--- config.mk ---
export PLATFORM = sky130hd
export DESIGN_NAME = ctrl_unit_pipe
export DESIGN_NICKNAME = d
export VERILOG_FILES = /design/src/rtl/ctrl_unit_pipe.sv
export SDC_FILE = /design/constraint.sdc
export NUM_CORES = 1
export LEC_CHECK = 0
export CAP_MARGIN = 40
export CORE_ASPECT_RATIO = 0.5
export CORE_UTILIZATION = 35
export DETAILED_ROUTE_END_ITERATION = 7
export MAX_ROUTING_LAYER = met4
export SYNTH_ARGS = -nofsm -noshare
export SYNTH_HDL_FRONTEND = slang
export SYNTH_SLANG_ARGS = --single-unit
--- constraint.sdc ---
create_clock -name i_clk -period 1.9 [get_ports i_clk]
set_input_delay 0.57 -clock i_clk [delete_from_list [all_inputs] [get_ports i_clk]]
set_output_delay 0.57 -clock i_clk [all_outputs]
set_load 0.1 [all_outputs]
--- src/rtl/ctrl_unit_pipe.sv ---
// ctrl_unit_pipe: registered RV32I(+M) decode stage with valid/ready handshake,
// flush, and a programmable hold-off before M-op bundles are presented.
module ctrl_unit_pipe #(
    parameter int ENABLE_M   = 1,
    parameter int MD_LATENCY = 4,
    parameter int CNT_W      = 8
) (
    input  logic        i_clk,
    input  logic        i_reset,
    input  logic [31:0] i_instr,
    input  logic        i_instr_vld,
    output logic        o_instr_rdy,
    input  logic        i_flush,
    input  logic        i_ctrl_rdy,
    output logic        o_ctrl_vld,
    output logic [31:0] o_instr,
    output logic        o_insn_vld,
    output logic        o_rd_wren,
    output logic        o_imme_sel,
    output logic        o_br_unsigned,
    output logic        o_is_branch,
    output logic        o_is_jump,
    output logic        o_mem_rden,
    output logic        o_mem_wren,
    output logic [3:0]  o_alu_op,
    output logic        o_md_sel,
    output logic [2:0]  o_md_op,
    output logic [2:0]  o_ld_rewrite,
    output logic [1:0]  o_st_rewrite,
    output logic [1:0]  o_wb_sel
);
    typedef enum logic [1:0] {IDLE, WAIT, OUT} state_t;
    typedef struct packed {
        logic       insn_vld;
        logic       rd_wren;
        logic       imme_sel;
        logic       br_unsigned;
        logic       is_branch;
        logic       is_jump;
        logic       mem_rden;
        logic       mem_wren;
        logic [3:0] alu_op;
        logic       md_sel;
        logic [2:0] md_op;
        logic [2:0] ld_rewrite;
        logic [1:0] st_rewrite;
        logic [1:0] wb_sel;
    } bundle_t;
    localparam bundle_t NOP = '{insn_vld: 1'b0, rd_wren: 1'b0, imme_sel: 1'b0, br_unsigned: 1'b0,
                                is_branch: 1'b0, is_jump: 1'b0, mem_rden: 1'b0, mem_wren: 1'b0,
                                alu_op: 4'd11, md_sel: 1'b0, md_op: 3'd0, ld_rewrite: 3'd5,
                                st_rewrite: 2'd3, wb_sel: 2'd3};
    localparam logic [CNT_W-1:0] CNT_INIT = CNT_W'(MD_LATENCY > 0 ? MD_LATENCY - 1 : 0);
    state_t           state_q, state_d;
    logic [CNT_W-1:0] cnt_q, cnt_d;
    logic [31:0]      instr_q;
    bundle_t          bnd_q, dec;
    logic             acc;
    wire  [6:0]       op = i_instr[6:0];
    wire  [2:0]       f3 = i_instr[14:12];
    wire  [6:0]       f7 = i_instr[31:25];
    // funct3 -> ALU op shared by OP and OP-IMM; alt selects SUB/SRA
    function automatic logic [3:0] alu_of(input logic [2:0] f, input logic alt);
        case (f)
            3'd0:    alu_of = alt ? 4'd1 : 4'd0;
            3'd1:    alu_of = 4'd7;
            3'd2:    alu_of = 4'd2;
            3'd3:    alu_of = 4'd3;
            3'd4:    alu_of = 4'd4;
            3'd5:    alu_of = alt ? 4'd9 : 4'd8;
            3'd6:    alu_of = 4'd5;
            default: alu_of = 4'd6;
        endcase
    endfunction
    always_comb begin
        dec = NOP;
        case (op)
            7'b0110011: begin
                if (f7 == 7'b0000001) begin
                    if (ENABLE_M != 0) begin
                        dec.insn_vld = 1'b1;
                        dec.rd_wren  = 1'b1;
                        dec.md_sel   = 1'b1;
                        dec.md_op    = f3;
                        dec.wb_sel   = 2'd1;
                    end
                end else if (f7 == 7'b0 || (f7 == 7'b0100000 && (f3 == 3'd0 || f3 == 3'd5))) begin
                    dec.insn_vld = 1'b1;
                    dec.rd_wren  = 1'b1;
                    dec.alu_op   = alu_of(f3, f7[5]);
                    dec.wb_sel   = 2'd1;
                end
            end
            7'b0010011: begin
                if (f3 == 3'd1 ? f7 == 7'b0 : f3 == 3'd5 ? (f7 == 7'b0 || f7 == 7'b0100000) : 1'b1) begin
                    dec.insn_vld = 1'b1;
                    dec.rd_wren  = 1'b1;
                    dec.imme_sel = 1'b1;
                    dec.alu_op   = alu_of(f3, f3 == 3'd5 && f7[5]);
                    dec.wb_sel   = 2'd1;
                end
            end
            7'b0000011: begin
                if (f3 != 3'd3 && f3 < 3'd6) begin
                    dec.insn_vld   = 1'b1;
                    dec.rd_wren    = 1'b1;
                    dec.imme_sel   = 1'b1;
                    dec.mem_rden   = 1'b1;
                    dec.alu_op     = 4'd0;
                    dec.ld_rewrite = f3 == 3'd4 ? 3'd3 : f3 == 3'd5 ? 3'd4 : f3;
                    dec.wb_sel     = 2'd0;
                end
            end
            7'b0100011: begin
                if (f3 < 3'd3) begin
                    dec.insn_vld   = 1'b1;
                    dec.imme_sel   = 1'b1;
                    dec.mem_wren   = 1'b1;
                    dec.alu_op     = 4'd0;
                    dec.st_rewrite = f3[1:0];
                end
            end
            7'b1100011: begin
                if (f3 != 3'd2 && f3 != 3'd3) begin
                    dec.insn_vld    = 1'b1;
                    dec.is_branch   = 1'b1;
                    dec.br_unsigned = f3[2] & f3[1];
                    dec.alu_op      = 4'd0;
                end
            end
            7'b1101111, 7'b1100111: begin
                if (op[3] || f3 == 3'd0) begin
                    dec.insn_vld = 1'b1;
                    dec.rd_wren  = 1'b1;
                    dec.imme_sel = 1'b1;
                    dec.is_jump  = 1'b1;
                    dec.alu_op   = 4'd0;
                    dec.wb_sel   = 2'd2;
                end
            end
            7'b0110111, 7'b0010111: begin
                dec.insn_vld = 1'b1;
                dec.rd_wren  = 1'b1;
                dec.imme_sel = 1'b1;
                dec.alu_op   = op[5] ? 4'd10 : 4'd0;
                dec.wb_sel   = 2'd1;
            end
            default: dec = NOP;
        endcase
    end
    assign o_instr_rdy = !i_flush && (state_q == IDLE || (state_q == OUT && i_ctrl_rdy));
    assign acc         = i_instr_vld && o_instr_rdy;
    always_comb begin
        state_d = state_q;
        cnt_d   = cnt_q;
        if (i_flush) begin
            state_d = IDLE;
            cnt_d   = '0;
        end else if (acc) begin
            state_d = (dec.md_sel && MD_LATENCY > 0) ? WAIT : OUT;
            cnt_d   = (dec.md_sel && MD_LATENCY > 0) ? CNT_INIT : '0;
        end else if (state_q == WAIT) begin
            state_d = cnt_q == '0 ? OUT : WAIT;
            cnt_d   = cnt_q == '0 ? '0 : cnt_q - 1'b1;
        end else if (state_q == OUT && i_ctrl_rdy) begin
            state_d = IDLE;
        end
    end
    always_ff @(posedge i_clk or negedge i_reset) begin
        if (!i_reset) begin
            state_q <= IDLE;
            cnt_q   <= '0;
            instr_q <= '0;
            bnd_q   <= NOP;
        end else begin
            state_q <= state_d;
            cnt_q   <= cnt_d;
            if (acc) begin
                instr_q <= i_instr;
                bnd_q   <= dec;
            end
        end
    end
    assign o_ctrl_vld    = state_q == OUT;
    assign o_instr       = instr_q;
    assign o_insn_vld    = bnd_q.insn_vld;
    assign o_rd_wren     = bnd_q.rd_wren;
    assign o_imme_sel    = bnd_q.imme_sel;
    assign o_br_unsigned = bnd_q.br_unsigned;
    assign o_is_branch   = bnd_q.is_branch;
    assign o_is_jump     = bnd_q.is_jump;
    assign o_mem_rden    = bnd_q.mem_rden;
    assign o_mem_wren    = bnd_q.mem_wren;
    assign o_alu_op      = bnd_q.alu_op;
    assign o_md_sel      = bnd_q.md_sel;
    assign o_md_op       = bnd_q.md_op;
    assign o_ld_rewrite  = bnd_q.ld_rewrite;
    assign o_st_rewrite  = bnd_q.st_rewrite;
    assign o_wb_sel      = bnd_q.wb_sel;
endmodule
# Word-level counts from Yosys, hierarchy flattened
# Index checks and enable logic that the tools add are counted.
# Widths: inputs -> output; s select.
classes:
  magnitude_cmp: 2
  n_mul: 0
  reduce_logical: 21
  n_shift: 0
  mux: 59
  n_addsub: 1
  n_div: 0
  bitwise: 1
  eq_ne: 21
ops:
  columns: ["cell", "n"]
  rows:
  - ["$pmux 4 s7", 3]
  - ["$mux 4", 9]
  - ["$mux 2", 17]
  - ["$mux 8", 4]
  - ["$eq 7x6->1 const B", 4]
  - ["$eq 7x7->1 const B", 3]
  - ["$mux 3", 7]
  - ["$eq 7x5->1 const B", 2]
  - ["$mux 1", 14]
  - ["$pmux 1 s5", 2]
  - ["$pmux 2 s5", 1]
  - ["$eq 3x3->1 const B", 3]
  - ["$logic_not 8->1", 1]
  - ["$sub 8x1->8 const B", 1]
  - ["$eq 7x1->1 const B", 1]
  - ["$eq 7x2->1 const B", 1]
  - ["$logic_and 1x1->1", 7]
  - ["$logic_not 7->1", 1]
  - ["$pmux 1 s7", 1]
  - ["$eq 3x2->1 const B", 2]
  - ["$ne 3x2->1 const B", 2]
  - ["$logic_or 1x1->1", 5]
  - ["$mux 5", 1]
  - ["$reduce_bool 4->1", 1]
  - ["other kinds (11)", 12]
word_totals:
  latch_bits: 0
  mem_bits_rw: 0
  mem_bits_ro: 0
  mem_count: 0
  input_bits: 37
  ff_bits: 65

# Longest topological paths before layout
# Gate-level depths: netlist (run 1).
logic_depth:
  word_depth: 7
  ltp_mapped: 7

# Least setup slack after synthesis (run 1)
# Ideal clock, no wire load.
synth_path:
  kind: "input to output"
  start: "input i_flush"
  end: "output o_instr_rdy"
  arrival_ns: 2.840
  path_buffers: 1
  required_ns: 1.330
  setup_slack_ns: -1.510
  cell_stages: 2
  cell_sequence: "clkbuf_1 nor3_1"
synth_between:
  elab_chain_cells: 2
synth_lines:
  columns: ["item", "line_no", "rtl"]
  rows:
  - ["start, declared", "13", "input logic i_flush,"]
  - ["$logic_not 1->1", "151", "assign o_instr_rdy = !i_flush && (state_q == IDLE || (state_q == OUT && i_ctrl_rdy));"]
  - ["$logic_and 1x1->1", "151", null]
  - ["end, declared", "12", "output logic o_instr_rdy,"]
# Every way passes these cells.

# Worst setup path in the final report (run 1)
layout_path:
  start: "input i_instr[26]"
  end: "register bnd_q, in the netlist o_insn_vld"
layout_between:
  elab_chain_cells: 6
  elab_cells_between_ends: 12
  classes_between: "eq/ne (2); mux (6); reduce/logical (4)"
layout_lines:
  columns: ["item", "line_no", "rtl"]
  rows:
  - ["start, declared", "10", "input logic [31:0] i_instr,"]
  - ["$eq 7x6->1 / $logic_not 7->1 (equally long branches)", "87, 95", null]
  - ["$logic_or 1x1->1 / $logic_and 1x1->1 (equally long branches)", "95, 87", null]
  - ["$mux 1 / $logic_or 1x1->1 (equally long branches)", "95, 87", null]
  - ["$mux 1 / $mux 2 (equally long branches)", "95, 87", null]
  - ["$mux 3 / $mux 2 (equally long branches)", "95, 79", null]
  - ["$pmux 1 s7 (*)", "77", "case (op)"]
  - ["end signal, assigned", "174", "bnd_q <= NOP;"]
  - ["end signal, assigned", "180", "bnd_q <= dec;"]
  - ["end, declared", "57", "bundle_t bnd_q, dec;"]
# Every way passes the cells marked *; elsewhere a longest branch is shown, timed or not.
# A chain may end at the register's enable or synchronous reset.

==> key figures, run 1 <==
Run status
  – Outcome: finished clean

Layout
  – Final instance area: 0.00588 mm²
  – Layout cell share with drive strength beyond 1: 0.367
  – Area used by multi-input combinational logic: 0.00155 mm²
  – Number of cells in the finished layout apart from fillers: 657
  – Nets@finish: 573
  – Number of inserted filler cells in the final layout: 730
  – FF/Latch Area: 0.00164 mm²
  – Number of antenna cells inserted: 0
  – Core utilization of the finished layout: 0.669
  – Layout area overhead: 83.0%

Timing
  – Total of endpoints with negative setup slack in the final report: 0
  – RSZ-0062 raised after global routing: true
  – Tcrit/Tclk final: 0.999
  – Final hold slack: 0.245 ns
  – Max-Slew Margin vs Limit: 0.682
  – Maximum clock rate: 527 MHz
  – Total Negative Setup Slacks: 0 ns
  – Maximum clock skew at final layout: 0.00374 ns
  – Final hold viol count: 0
  – Minimum clock period after layout: 1.90 ns
  – Max-slew violation count: 0
  – Worst Slack Setup Final: 0.00260 ns
  – Worst-Margin Slew: 0.475 ns

Clock tree
  – # H-tree levels: 3
  – Clock transition at the registers of the reported paths: 0.05 ns
  – Worst skew pair latency: 0.33 ns
  – TritonCTS clock tree: done
  – Number of buffers between clock root and the deepest sink: 2
  – Clock tree root buffer cell: clkbuf_16
  – Number of buffers inserted by hold repair at cts: 0
  – Clk sink count: 65
  – Number of buffers added by the clock tree synthesis step: 9

Placed design
  – Estimated wirelength of the detail-placed design: 6810 µm
  – Area after DPL: 0.00535 mm²
  – GP Congestion: 0.895
  – Post-Place Cells: 620
  – Worst slack at placement: -0.593 ns
  – Buffers added on ports: 93

Floorplan
  – Starting density of the core: 0.365
  – Width of the chip: 138 µm
  – Vert. Die Dim: 69.8 µm
  – Area of the core: 0.00880 mm²
  – Ports placed on the boundary: 94
  – Number of placement rows: 24
  – Die footprint: 0.00959 mm²

Routing
  – Count of routing violations after the opening detailed-route iteration: 170
  – Mean number of vias per cell: 4.85
  – Post-DRT Antenna Nets: 0
  – First-pass iteration count of the detailed router: 4
  – Residual DRC: 0
  – Total detailed-routing wirelength: 9510 µm
  – Average wire length per cell after detail routing: 14.5 µm
  – Via count of the routed design: 3,186

Setup path
  – Crit Path Category: input pin to flip-flop
  – End point of the critical path: o_insn_vld$_DFFE_PN0P_
  – Startpoint kind of the worst setup timing path: input pin
  – R2R Setup Slk: 0.06 ns
  – Crit path arrival time: 2.15 ns
  – Destination of the worst register-to-register timing path: o_insn_vld$_DFFE_PN0P_
  – Timing startpoint of the critical path: i_instr[26]
  – Kind of end point of the critical path: flip-flop
  – FF-to-FF path depth: 8
  – Worst endpoint required time: 2.15 ns
  – Worst-path maximum fanout: 4
  – Startpoint of the most critical register-to-register path: state_q[1]$_DFFE_PN0P_

GRT
  – First-pass GRT wire length: 15,300 µm
  – Sum of overflow across all layers after global routing: 0
  – Number of antenna violations at the first check in global routing: 0
  – Largest net degree at the start of global routing: 66
  – Number of global-route vias before repair: 3,132
  – Total Routing Usage GR: 0.215

Worst hold path
  – Type of the worst min-delay path: input pin to async pin

Yosys
  – Largest area contributor in the netlist: dfrtp_1
  – Cell area after synthesis: 0.00321 mm²
  – Sequential-to-total area share from yosys stat: 0.510
  – Most used DFF post-synth: dfrtp_1
  – Cells after synthesis: 361
  – Post-synthesis cell type count: 56
  – Largest cells by area after synthesis: dfrtp_1 44%, nand2_1 14%, dfstp_2 7.4%
  – Synth Net Count: 399
  – Fraction of registers with async set/reset: 1.00
  – Number of enable-type register cells in the synthesized netlist: 0
  – Post-synthesis register bit count: 65
  – Average instance area after synthesis: 8.90 µm²
  – Fraction of post-synthesis cell area in the top cell type by area: 0.436
  – Count of yosys warnings during synthesis: 0

Pwr
  – Relative contribution of sequential cells to total power: 0.322
  – Portion of total power attributed to the clock network: 0.292
  – Net Switching: 1.99 mW
  – Fraction of power consumed by combinational cells: 0.386
  – Power density relative to cell area: 891 mW/mm²
  – Maximum resistive drop on vdd: 0.530 mV
  – Fraction of power spent switching nets: 0.379
  – Internal portion of total power: 3.25 mW
  – Static leakage: 2.81 nW
  – Overall power consumption: 5.24 mW

Run
  – Max-cap violations: 0
==> cells in the final DEF, fill, tap and decap left out, drive strengths merged, types with 3 or more instances in the layout <==
cell type,synthesis,final
or3,3,3
nor2,24,24
clkbuf,13,13
inv,8,8
o2111ai,3,3
a21oi,7,7
nor2b,7,7
a211oi,3,3
dfstp,9,9
nand3,4,4
dlymetal6s2s,0,4
nor3,10,10
nand2,121,121
o31ai,6,6
dfrtp,56,56
dlygate4sd2,0,9
o21ai,17,17
clkdlybuf4s50,0,16
clkdlybuf4s15,0,4
nand2b,4,4
clkinv,0,3
buf,8,151
a31oi,3,3
xor2,5,5
o211ai,6,6
and2,3,3
a22o,3,3
==> power groups by stage <==
stage | Clock, mW | Sequential, mW | Combinational [mW]
after floorplan | 0 | 2.46 | 0.381
after global placement | 0 | 1.70 | 1.99
after detailed placement | 0 | 1.71 | 2.00
after CTS | 1.55 | 1.69 | 2.02
after global routing | 1.63 | 1.71 | 2.12
final | 1.53 | 1.69 | 2.02
==> routing by layer <==
layer	share of wire	up-vias	track usage
li1	-	1575	-
met1	0.48	1526	0.290
met2	0.46	78	0.322
met3	0.049	7	0.0563
met4	0.0080	0	0.0549
met5	0	-	-
==> worst max-delay path: stages <==
cell and delay, ns:
clkdlybuf4s15_1 0.18, or3_4 0.34, or3_4 0.43, buf_6 0.14, o31ai_4 0.16, a211o_1 0.17
a2bb2oi_2 0.15
==> final cells by class <==
type | count | area share
flip-flops and latches | 65 | 0.278
clock buffers | 13 | 0.0442
repair buffers | 184 | 0.382
well taps | 117 | 0.0249
clock inverters | 3 | 0.00255
inverters | 8 | 0.00510
multi-input cells | 267 | 0.263
==> kinds of logic (layout without fill, tap and decap cells) <==
group           after synthesis  count (layout)  synth area share
mux                           1               1           0.00350
flops                        65              65             0.510
buf+inv                      29             208            0.0409
compound gates               65              65             0.144
xor+xnor                      7               7            0.0191
fa+ha+maj                     1               1           0.00389
simple gates                193             193             0.279
==> state kept, by name, summed over array words and instances (netlist names), 2 cells and up <==
register and cells:
o_ld_rewrite 3, state_q 2, o_alu_op 4, o_wb_sel 2
o_md_op 3, o_st_rewrite 2, o_instr 32, cnt_q 8
==> worst min-delay path by stage <==
stage	start	slack [ns]	endpoint	depth (start not counted)
5_1_grt	i_reset	0.26	cnt_q[4]$_DFFE_PN0P_	2
2_1_floorplan	i_reset	0.27	cnt_q[0]$_DFFE_PN0P_	0
4_1_cts	i_reset	0.27	cnt_q[4]$_DFFE_PN0P_	2
6_report	i_reset	0.24	cnt_q[5]$_DFFE_PN0P_	2
3_5_place_dp	o_ld_rewrite[2]$_DFFE_PN1P_	0.47	o_ld_rewrite[2]$_DFFE_PN1P_	2
3_3_place_gp	o_ld_rewrite[2]$_DFFE_PN1P_	0.47	o_ld_rewrite[2]$_DFFE_PN1P_	2
==> repair_timing <==
action | in CTS | in global routing
endpoints found under the hold margin | 0 | 0
endpoints found under the setup margin | 65 | 14
setup buffers | 10 | 11
pin swaps | 15 | 8
resized for setup | 41 | 15
==> Yosys cell counts (3+ instances only) <==
master and n:
o21ai_1 5, xor2_1 5, nor2b_1 7, a22o_1 3
nor2_1 24, a31oi_1 3, dfrtp_1 56, o21ai_0 12
and2_1 3, o211ai_1 6, nor3_1 10, buf_2 6
o2111ai_1 3, a211oi_1 3, clkbuf_1 13, nand2_1 121
o31ai_1 5, inv_1 7, nand3_1 4, nand2b_1 4
dfstp_2 9, a21oi_1 7
No activity file was read; power rests on OpenSTA's default activity.
==> run 2: changes to the inputs <==
CORE_UTILIZATION = 47   (was 35)
PLACE_DENSITY = 0.79   (was unset)
==> key figures, run 2 (synthesis gave the netlist of run 1 again) <==
Clock tree
  – TritonCTS clock tree: done (unchanged)
  – Clock tree root buffer cell: clkbuf_16 (unchanged)
  – # H-tree levels: 3 (unchanged)
  – Worst skew pair latency: 0.34 ns (was 0.33 ns)
  – Number of buffers inserted by hold repair at cts: 0 (unchanged)
  – Number of buffers added by the clock tree synthesis step: 9 (unchanged)
  – Clk sink count: 65 (unchanged)
  – Clock transition at the registers of the reported paths: 0.06 ns (was 0.05 ns)
  – Number of buffers between clock root and the deepest sink: 2 (unchanged)

Setup path
  – Crit path arrival time: 2.17 ns (was 2.15 ns)
  – Kind of end point of the critical path: flip-flop (unchanged)
  – Timing startpoint of the critical path: cnt_q[3]$_DFFE_PN0P_ (was i_instr[26])
  – Startpoint of the most critical register-to-register path: cnt_q[3]$_DFFE_PN0P_ (was state_q[1]$_DFFE_PN0P_)
  – R2R Setup Slk: -0.07 ns (was 0.06 ns)
  – Worst-path maximum fanout: 4 (unchanged)
  – Startpoint kind of the worst setup timing path: flip-flop (was input pin)
  – Crit Path Category: flip-flop to flip-flop (was input pin to flip-flop)
  – Destination of the worst register-to-register timing path: cnt_q[1]$_DFFE_PN0P_ (was o_insn_vld$_DFFE_PN0P_)
  – FF-to-FF path depth: 5 (was 8)
  – Worst endpoint required time: 2.10 ns (was 2.15 ns)
  – End point of the critical path: cnt_q[1]$_DFFE_PN0P_ (was o_insn_vld$_DFFE_PN0P_)

Routing
  – Post-DRT Antenna Nets: 0 (unchanged)
  – Routed length on met2: 6180 µm (was 4410 µm)
  – Wire length on met3: 877 µm (was 469 µm)
  – Average wire length per cell after detail routing: 20.3 µm (was 14.5 µm)
  – First-pass iteration count of the detailed router: 5 (was 4)
  – Count of routing violations after the opening detailed-route iteration: 357 (was 170)
  – M1 wire length: 4980 µm (was 4550 µm)
  – Via count of the routed design: 3,532 (was 3,186)
  – Mean number of vias per cell: 5.77 (was 4.85)
  – Total detailed-routing wirelength: 12,400 µm (was 9510 µm)
  – Top Metal Used: met4 (unchanged)
  – Residual DRC: 0 (unchanged)

Floorplan
  – Ports placed on the boundary: 94 (unchanged)
  – Number of placement rows: 20 (was 24)
  – Area of the core: 0.00633 mm² (was 0.00880 mm²)
  – Starting density of the core: 0.508 (was 0.365)
  – Die footprint: 0.00719 mm² (was 0.00959 mm²)
  – Width of the chip: 119 µm (was 138 µm)
  – Vert. Die Dim: 60.5 µm (was 69.8 µm)

Layout
  – Number of flip-flops under the largest register name: 32 (unchanged)
  – Number of antenna cells inserted: 0 (unchanged)
  – Number of inserted filler cells in the final layout: 249 (was 730)
  – Commonest cells after routing, fill and taps aside: 120 x nand2_1, 65 x buf_4, 59 x buf_12 (was 120 x nand2_1, 79 x buf_4, 60 x buf_12)
  – Layout area overhead: 77.7% (was 83.0%)
  – Nets@finish: 558 (was 573)
  – Layout cell share with drive strength beyond 1: 0.363 (was 0.367)
  – FF/Latch Area: 0.00164 mm² (unchanged)
  – Most common library cell in the layout ignoring fill and taps: nand2_1 (unchanged)
  – Area used by multi-input combinational logic: 0.00155 mm² (about the same)

GRT
  – Number of antenna violations at the first check in global routing: 0 (unchanged)
  – First-pass GRT wire length: 19,200 µm (was 15,300 µm)
  – Number of global-route vias before repair: 3,612 (was 3,132)
  – Total Routing Usage GR: 0.373 (was 0.215)
  – Sum of overflow across all layers after global routing: 0 (unchanged)
  – Largest net degree at the start of global routing: 66 (unchanged)

Timing
  – Minimum clock period after layout: 1.97 ns (was 1.90 ns)
  – Tcrit/Tclk final: 1.03 (was 0.999)
  – Maximum clock rate: 509 MHz (was 527 MHz)
  – Max-slew violation count: 0 (unchanged)
  – Final hold slack: 0.239 ns (was 0.245 ns)
  – Worst-Margin Slew: 0.554 ns (was 0.475 ns)
  – Worst Slack Setup Final: -0.0661 ns (was 0.00260 ns)
  – Final hold viol count: 0 (unchanged)
  – Total of endpoints with negative setup slack in the final report: 2 (was 0)
  – RSZ-0062 raised after global routing: true (unchanged)
  – Maximum clock skew at final layout: 0.00582 ns (was 0.00374 ns)
  – Max-Slew Margin vs Limit: 0.628 (was 0.682)

Pwr
  – Power density relative to cell area: 937 mW/mm² (was 891 mW/mm²)
  – Maximum resistive drop on vdd: 0.773 mV (was 0.530 mV)
  – Static leakage: 2.72 nW (was 2.81 nW)
  – Overall power consumption: 5.35 mW (was 5.24 mW)

Run
  – Max-cap violations: 0 (unchanged)

Run status
  – Failing checks: negative setup slack
  – Outcome: complete, but fails checks (was finished clean)

Placed design
  – GP Congestion: 0.839 (was 0.895)
  – Estimated wirelength of the detail-placed design: 8010 µm (was 6810 µm)
  – Buffers added on ports: 93 (unchanged)

Worst hold path
  – Type of the worst min-delay path: input pin to async pin (unchanged)
## run 2: per-stage QoR
| step | cells | cell area, µm² | setup WS (ns) | util | TNS [ns] |
|---|---|---|---|---|---|
| floorplan | 361 | 3270 | -0.119 | - | -0.164 |
| global placement | 582 | 5230 | -0.509 | 0.827 | -23.83 |
| detailed placement | 582 | 5230 | -0.620 | 0.827 | -27.15 |
| CTS | 607 | 5620 | -0.0271 | 0.888 | -0.0271 |
| global route | 612 | 5710 | -0.0703 | 0.902 | -0.140 |
| finish | 612 | 5710 | -0.0661 | 0.902 | -0.131 |
## run 2: critical path, stage by stage (launching register included)
cell      delay [ns]
dfrtp_1         0.43
nor4_2          0.56
and3_1          0.35
nor3_1          0.10
o211ai_1        0.24
o31ai_1         0.14
## run 2: how the worst min path moves through the flow
stage                                  endpoint  slack (ns)  cells after the start
floorplan                  cnt_q[0]$_DFFE_PN0P_        0.27                      0
global placement    o_ld_rewrite[2]$_DFFE_PN1P_        0.47                      2
detailed placement  o_ld_rewrite[2]$_DFFE_PN1P_        0.48                      2
CTS                     o_instr[17]$_DFFE_PN0P_        0.27                      2
global route             o_instr[0]$_DFFE_PN0P_        0.27                      2
finish                   o_instr[1]$_DFFE_PN0P_        0.24                      2
## run 2: per-layer routing
metal / vias to the layer above / global-route usage
li1: 1547 / -
met1: 1742 / 0.424
met2: 197 / 0.663
met3: 46 / 0.0836
met4: 0 / 0.143
met5: - / -
## run 2: cell type report
class / instances / share of cell area
Clock buffer: 12 / 0.0467
Tap cell: 88 / 0.0193
Multi-Input combinational cell: 267 / 0.272
Sequential cell: 65 / 0.287
Timing Repair Buffer: 169 / 0.368
Inverter: 8 / 0.00526
Clock inverter: 3 / 0.00263
## run 2: what timing repair did
| item | CTS | global route |
|---|---|---|
| setup buffers | 9 | 5 |
| gates cloned | 1 | 0 |
| pin swaps | 15 | 14 |
| setup endpoints to repair | 53 | 30 |
| gates resized for setup | 45 | 19 |
## run 2: where the power goes
group          switching, mW  leakage [nW]  internal (mW)
Sequential             0.163         0.819           1.54
Clock                  0.593         0.144          0.974
Combinational           1.34          1.76          0.747
Total                   2.10          2.72           3.26
